**src/rtl/motor_pkg.sv**
```systemverilog
// rtl/motor_pkg.sv - shared types and default timing constants for the step ramp generator
//
// Purpose: ramp FSM state type and the default step-timing constants used as
//          parameter defaults by step_ramp_gen and step_timer.
// Ports:   none (package).
package motor_pkg;

  typedef enum logic [1:0] {
    IDLE   = 2'd0,
    ACCEL  = 2'd1,
    CRUISE = 2'd2,
    DECEL  = 2'd3
  } ramp_state_t;

  localparam int DEF_PERIOD_W   = 24;
  localparam int DEF_MAX_PERIOD = 270000;  // 100 Hz at 27 MHz
  localparam int DEF_MIN_PERIOD = 2700;    // 10 kHz at 27 MHz
  localparam int DEF_ACCEL_STEP = 64;
  localparam int DEF_PULSE_W    = 16;
  localparam int DEF_STEPS_W    = 24;

endpackage

```
**src/rtl/step_timer.sv**
```systemverilog
// rtl/step_timer.sv - step period countdown with pulse-width stretch
//
// Purpose: counts down the current step period; when it expires, raises
//          pulse for PULSE_W cycles and strobes tick on the cycle before
//          the rising edge, reloading with the period presented at that moment.
// Ports:
//   clk, rst_n   clock, asynchronous active-low reset
//   load         restart the countdown with period (move accept)
//   enable       countdown runs only while high
//   period       period to load on load or tick (already the updated value)
//   tick         1-cycle strobe; pulse rises on the following clock edge
//   pulse        step pulse, PULSE_W cycles high
module step_timer
  import motor_pkg::*;
#(
  parameter int PERIOD_W = DEF_PERIOD_W,
  parameter int PULSE_W  = DEF_PULSE_W
) (
  input  logic                clk,
  input  logic                rst_n,
  input  logic                load,
  input  logic                enable,
  input  logic [PERIOD_W-1:0] period,
  output logic                tick,
  output logic                pulse
);

  localparam int HOLD_W = $clog2(PULSE_W + 1);

  logic [PERIOD_W-1:0] cnt;
  logic [HOLD_W-1:0]   hold;

  // cnt holds cycles remaining until the rising edge, so a loaded value of
  // P places the edge exactly P clocks after the load edge.
  assign tick  = enable && (cnt == PERIOD_W'(1));
  assign pulse = (hold != '0);

  always_ff @(posedge clk or negedge rst_n) begin
    if (!rst_n) begin
      cnt  <= '0;
      hold <= '0;
    end else begin
      if (load || tick) begin
        cnt <= period;
      end else if (enable && cnt != '0) begin
        cnt <= cnt - PERIOD_W'(1);
      end

      if (tick) begin
        hold <= HOLD_W'(PULSE_W);
      end else if (hold != '0) begin
        hold <= hold - HOLD_W'(1);
      end
    end
  end

endmodule

```
**src/rtl/step_ramp_gen.sv**
```systemverilog
// rtl/step_ramp_gen.sv - trapezoidal step-pulse generator (accel / cruise / decel)
//
// Purpose: accepts a move (step count + direction) and emits rotate_pulse with
//          an accelerating, cruising and decelerating step period so the motor
//          never starts or stops at full rate.
// Optional feature macro: STEP_POSITION_EN (adds pos_clr input, position output).
// Ports:
//   clk, rst_n     clock, asynchronous active-low reset
//   cmd_valid      move command valid
//   cmd_ready      high only in IDLE; accept on cmd_valid && cmd_ready
//   cmd_steps      number of pulses to emit
//   cmd_dir        1 = forward, 0 = reverse
//   abort          level; forces a controlled deceleration
//   rotate_pulse   step pulse, PULSE_W cycles high
//   direction      direction latched for the whole move
//   busy           high from accept until done
//   done           1-cycle completion strobe
//   steps_left     pulses still to emit
//   pos_clr        (STEP_POSITION_EN) clear position, beats a same-cycle step
//   position       (STEP_POSITION_EN) signed pulse position, wraps
module step_ramp_gen
  import motor_pkg::*;
#(
  parameter int PERIOD_W   = DEF_PERIOD_W,
  parameter int MAX_PERIOD = DEF_MAX_PERIOD,
  parameter int MIN_PERIOD = DEF_MIN_PERIOD,
  parameter int ACCEL_STEP = DEF_ACCEL_STEP,
  parameter int PULSE_W    = DEF_PULSE_W,
  parameter int STEPS_W    = DEF_STEPS_W
) (
  input  logic               clk,
  input  logic               rst_n,
  input  logic               cmd_valid,
  output logic               cmd_ready,
  input  logic [STEPS_W-1:0] cmd_steps,
  input  logic               cmd_dir,
  input  logic               abort,
  output logic               rotate_pulse,
  output logic               direction,
  output logic               busy,
  output logic               done,
  output logic [STEPS_W-1:0] steps_left
`ifdef STEP_POSITION_EN
  ,
  input  logic               pos_clr,
  output logic signed [31:0] position
`endif
);

  localparam logic [PERIOD_W-1:0] P_MAX  = PERIOD_W'(MAX_PERIOD);
  localparam logic [PERIOD_W-1:0] P_MIN  = PERIOD_W'(MIN_PERIOD);
  localparam logic [PERIOD_W-1:0] P_STEP = PERIOD_W'(ACCEL_STEP);

  ramp_state_t         state, state_nxt;
  logic [PERIOD_W-1:0] period, period_nxt, period_up, period_dn;
  logic [STEPS_W-1:0]  ramp_cnt, ramp_nxt, ramp_cand;
  logic [STEPS_W-1:0]  left_nxt, left_dec;
  logic                accept, finishing, timer_en, tick;

  assign cmd_ready = (state == IDLE);
  assign accept    = cmd_valid && cmd_ready;
  // Last pulse emitted (or none requested) and its high time is over.
  assign finishing = (state != IDLE) && (steps_left == '0) && !rotate_pulse;
  assign done      = finishing;
  assign busy      = (state != IDLE) && !finishing;
  assign timer_en  = (state != IDLE) && (steps_left != '0);

  // Saturating period math: compare before adding/subtracting so nothing wraps.
  assign period_up = (period > P_MAX - P_STEP) ? P_MAX : period + P_STEP;
  assign period_dn = (period < P_MIN + P_STEP) ? P_MIN : period - P_STEP;
  assign left_dec  = steps_left - STEPS_W'(1);

  step_timer #(
    .PERIOD_W(PERIOD_W),
    .PULSE_W (PULSE_W)
  ) u_timer (
    .clk   (clk),
    .rst_n (rst_n),
    .load  (accept),
    .enable(timer_en),
    .period(period_nxt),
    .tick  (tick),
    .pulse (rotate_pulse)
  );

  always_ff @(posedge clk or negedge rst_n) begin
    if (!rst_n) begin
      state      <= IDLE;
      period     <= P_MAX;
      ramp_cnt   <= '0;
      steps_left <= '0;
      direction  <= 1'b0;
    end else begin
      state      <= state_nxt;
      period     <= period_nxt;
      ramp_cnt   <= ramp_nxt;
      steps_left <= left_nxt;
      if (accept) begin
        direction <= cmd_dir;
      end
    end
  end

  always_comb begin
    state_nxt  = state;
    period_nxt = period;
    ramp_nxt   = ramp_cnt;
    left_nxt   = steps_left;
    ramp_cand  = ramp_cnt;

    if (accept) begin
      state_nxt  = ACCEL;
      period_nxt = P_MAX;
      ramp_nxt   = '0;
      left_nxt   = cmd_steps;
    end else if (finishing) begin
      state_nxt = IDLE;
    end else begin
      if (tick) begin
        left_nxt = left_dec;
        unique case (state)
          ACCEL, CRUISE: begin
            // Ramp length counting this pulse as an accel step.
            ramp_cand = (state == ACCEL) ? ramp_cnt + STEPS_W'(1) : ramp_cnt;
            if (left_dec <= ramp_cand) begin
              // The pulse that starts the ramp-down already takes the first
              // lengthened period, so the decel ramp mirrors the accel ramp.
              state_nxt  = DECEL;
              period_nxt = period_up;
            end else if (state == ACCEL) begin
              period_nxt = period_dn;
              ramp_nxt   = ramp_cand;
              if (period_dn == P_MIN) begin
                state_nxt = CRUISE;
              end
            end
          end
          DECEL: period_nxt = period_up;
          default: ;
        endcase
      end

      if (abort && (state == ACCEL || state == CRUISE)) begin
        state_nxt = DECEL;
        if (left_nxt > ramp_nxt) begin
          left_nxt = ramp_nxt;
        end
      end
    end
  end

`ifdef STEP_POSITION_EN
  // tick lands on the same edge as the rotate_pulse rise.
  always_ff @(posedge clk or negedge rst_n) begin
    if (!rst_n) begin
      position <= '0;
    end else if (pos_clr) begin
      position <= '0;
    end else if (tick) begin
      position <= direction ? position + 32'sd1 : position - 32'sd1;
    end
  end
`endif

endmodule

```
**config.mk**
```make
export PLATFORM = sky130hd
export DESIGN_NAME = step_ramp_gen
export DESIGN_NICKNAME = d
export VERILOG_FILES = /design/src/rtl/motor_pkg.sv /design/src/rtl/step_timer.sv /design/src/rtl/step_ramp_gen.sv
export SDC_FILE = /design/constraint.sdc
export NUM_CORES = 1
export LEC_CHECK = 0
export ABC_AREA = 0
export CAP_MARGIN = 20
export CORE_UTILIZATION = 40
export CTS_CLUSTER_SIZE = 14
export DETAILED_ROUTE_END_ITERATION = 8
export GPL_ROUTABILITY_DRIVEN = 0
export SLEW_MARGIN = 20
export SYNTH_ARGS = -nofsm -noshare
export SYNTH_HDL_FRONTEND = slang
export SYNTH_SLANG_ARGS = --single-unit
```
**constraint.sdc**
```tcl
create_clock -name clk -period 6.3 [get_ports clk]
set_input_delay 0.945 -clock clk [delete_from_list [all_inputs] [get_ports clk]]
set_output_delay 0.945 -clock clk [all_outputs]
set_load 0.05 [all_outputs]
```
==> run_results.csv <==
group,metric,value,unit
run_status,outcome,"finished clean",
worst_setup_path,r2r-end,"steps_left[12]",
sta,setup_ws,0.0550,ns
worst_setup_path,crit_arrival,6.51,ns
sta,fin_crit_sh,0.991,
final_layout,nets,1285,
placement,dp_hpwl,21900,µm
hold_path,hp-start,"u_timer.hold[4]",
placement,pre_cts_ws,-0.117,ns
worst_setup_path,cpMaxStageDelayCell,"or4_4",
final_layout,area.growth.synth_to_final,22.0,%
clocking,cts_made_buffers,9,
logic_synthesis,synth.ff_latch_count,104,
drt,routed_via_density,6.12,
logic_synthesis,synthArstFlopShare,1.00,
final_layout,drive_above_1_share,0.168,
sta,fin_skew,0.0141,ns
worst_setup_path,max_stage_delay,0.56,ns
global_routing,grt_max_degree,62,
pwr,peakVddDrop,0.234,mV
drt,wl_met3,1960,µm
logic_synthesis,synth_fp_nets,1201,
sta,period_needed,6.25,ns
sta,setup-violations-final,0,
final_layout,antenna_cells,0,
drt,firstDrtPassIters,5,
logic_synthesis,yosysWarnings,0,
logic_synthesis,ys_seq_area_frac,0.292,
worst_setup_path,rrSetupSlack,0.05,ns
hold_path,holdPathEnd,"u_timer.hold[4]",
worst_setup_path,crit_top_cell,"or3_4",
sta,clock.fmax,160,MHz
logic_synthesis,synth_edf_count,0,
sta,slew_headroom,0.244,
worst_setup_path,start_kind,"flop",
drt,wl_met1,14600,µm
drt,top_layer_used,"met4",
placement,port_buffers,57,
die,rows,54,
sta,tns,0,ns
die,ios,58,
die,coreArea,21900,µm²
die,dieArea,23000,µm²
die,die_h,152,µm
pwr,power_density,403,nW/µm²
clocking,cts_root_buffer,"clkbuf_16",
global_routing,grt_pass1_vias,8113,
die,die_w,152,µm
logic_synthesis,avgSynthCellArea,8.05,µm²
clocking,hold_buffers,0,
drt,wl_met2,13300,µm
clocking,cts_buffer_depth,2,
sta,drv_slew,0,
job,cap_violations,0,
worst_setup_path,critPathKind,"flop to flop",
worst_setup_path,cp_max_fo,6,
pwr,p_total,4.41,mW
die,start_util,0.409,
final_layout,fill_cells,2130,
hold_path,hold_path_depth,2,
clocking,cts.clk_slew.worst_paths,0.08,ns
hold_path,hold_class,"flop to flop",
logic_synthesis,syn_area,8960,µm²
worst_setup_path,r2r-start,"steps_left[9]",
logic_synthesis,ys_types,76,
sta,rsz0062_at_grt,"true",
drt,avgRoutedWirePerCell,20.6,µm
drt,drc_errors,0,
global_routing,antenna_found_initial,0,
global_routing,gr-total-overflow,0,
worst_setup_path,crit_path_end_kind,"flop",
clocking,insertion_delay,0.37,ns
worst_setup_path,required,6.56,ns
logic_synthesis,synthCells,1113,
worst_setup_path,reg2reg_depth,22,
clocking,tritoncts,"done",
logic_synthesis,synth_top_flop_cell,"dfrtp_1",
pwr,power_leakage,4.37,nW
drt,drt-initial-drc-count,782,
clocking,clock-sinks,104,
global_routing,grt_usage,0.264,
worst_setup_path,crit_chain,"or4_4, or3_4, or4_4, or3_4, xnor2_2, ha_1, nand4_1, nand4bb_4, buf_6, or3_4, o2111ai_2, a32oi_2, ha_1, a21o_1, a221o_1, a2111o_1, o221ai_2, a21oi_4, buf_12, or2_4, o31a_1, a22o_1",
drt,drt_wl_total,30500,µm
sta,tightest_slew,1.13,ns
drt,ant_nets,0,
global_routing,grt_pass1_wl,46100,µm
sta,hold_viol,0,
clocking,cts_max_level,3,
sta,hold-worst-slack,0.478,ns
drt,vias,9063,
[placed cells by master, fill, tap and decap left out, types with 23 or more instances in the layout]
cell type	netlist	routed
nand2_1	98	96
a21oi_1	56	49
nor2_1	115	109
buf_4	0	78
xor2_1	57	57
ha_1	59	57
nand3_1	39	39
xnor2_1	40	38
inv_1	23	23
o21ai_0	70	63
dfrtp_1	96	93
clkdlybuf4s50_1	0	56
nor3_1	50	46
[registers in the layout (all words and copies together) (netlist names)]
name,flops
u_timer.cnt,24
u_timer.hold,5
steps_left,24
period,24
ramp_cnt,24
state,2
direction,1
[final cells by class]
| type | count | area [µm²] | share of cell area |
|---|---|---|---|
| inverter | 24 | 90.1 | 0.00825 |
| tap | 280 | 350 | 0.0321 |
| timing repair buffer | 144 | 1300 | 0.119 |
| sequential | 104 | 2620 | 0.239 |
| multi-input combinational | 914 | 6300 | 0.577 |
| clock buffer | 10 | 229 | 0.0210 |
| clock inverter | 6 | 43.8 | 0.00401 |
[worst max-delay path by stage]
stage,endpoint,start,slack [ns],cells after the start
2_1_floorplan,steps_left[12],steps_left[9],-0.02,25
3_3_place_gp,steps_left[12],steps_left[10],-0.1,23
3_5_place_dp,steps_left[12],steps_left[10],-0.12,23
4_1_cts,steps_left[12],steps_left[10],0.0004,23
5_1_grt,steps_left[5],steps_left[9],-0.14,22
6_report,steps_left[12],steps_left[9],0.05,22
[repair_timing]
item	CTS	global route
setup buffers	1	13
pin swaps	3	31
gates resized for setup	8	55
cloned	0	1
endpoints found under the setup margin	10	24
[worst max-delay path, delay by kind of cell (launching register included)]
family,cells,cell delay [ns]
and+or+nand+nor,8,2.91
AOI/OAI and AO/OA,9,1.72
adders and majority gates,2,0.66
DFF,1,0.41
buffers and inverters,2,0.31
xor gates and xnor gates,1,0.14
[kinds of logic (layout without fill, tap and decap cells)]
group,after synthesis,in the layout,share of synthesized area
and+or+nand+nor,470,470,0.274
DFF,104,104,0.292
muxes,4,4,0.00461
AOI/OAI and AO/OA,284,284,0.209
buffers and inverters,95,184,0.0434
xor gates and xnor gates,97,97,0.0948
adders and majority gates,59,59,0.0824
[report_power, final]
| part | total, mW | switching (mW) | internal (mW) |
|---|---|---|---|
| Clock | 0.558 | 0.288 | 0.271 |
| Sequential | 1.08 | 0.230 | 0.854 |
| Combinational | 2.77 | 1.62 | 1.15 |
| Total | 4.41 | 2.14 | 2.27 |
[metrics by stage]
stage,utilization,instance area (µm²),cells
5_1_grt,0.499,10900,1482
2_1_floorplan,-,9070,1113
6_report,0.499,10900,1482
3_5_place_dp,0.469,10300,1451
4_1_cts,0.483,10600,1468
3_3_place_gp,0.469,10300,1451
[synthesized netlist by cell type, drive strengths merged, types with 11 or more instances]
library cell,count,area share
nor2,115,0.048
nand2,98,0.041
dfrtp,96,0.27
o21ai,76,0.042
ha,59,0.082
clkbuf,57,0.024
xor2,57,0.056
a21oi,56,0.031
nor3,51,0.029
xnor2,40,0.039
nand3,39,0.022
inv,23,0.0096
nor4,20,0.015
nand4,19,0.013
or3,18,0.013
and3,17,0.012
or4,17,0.017
a21o,16,0.013
buf,14,0.0095
or2,14,0.0098
a31oi,12,0.0084
a32oi,12,0.012
and2,11,0.0077
o21a,11,0.0092
[routing by layer]
metal / up-vias / track usage
met5: - / 0
met4: 0 / 0.0752
met3: 43 / 0.0314
met2: 323 / 0.391
met1: 4418 / 0.396
li1: 4279 / -
Power figures use the tool's default switching activity.
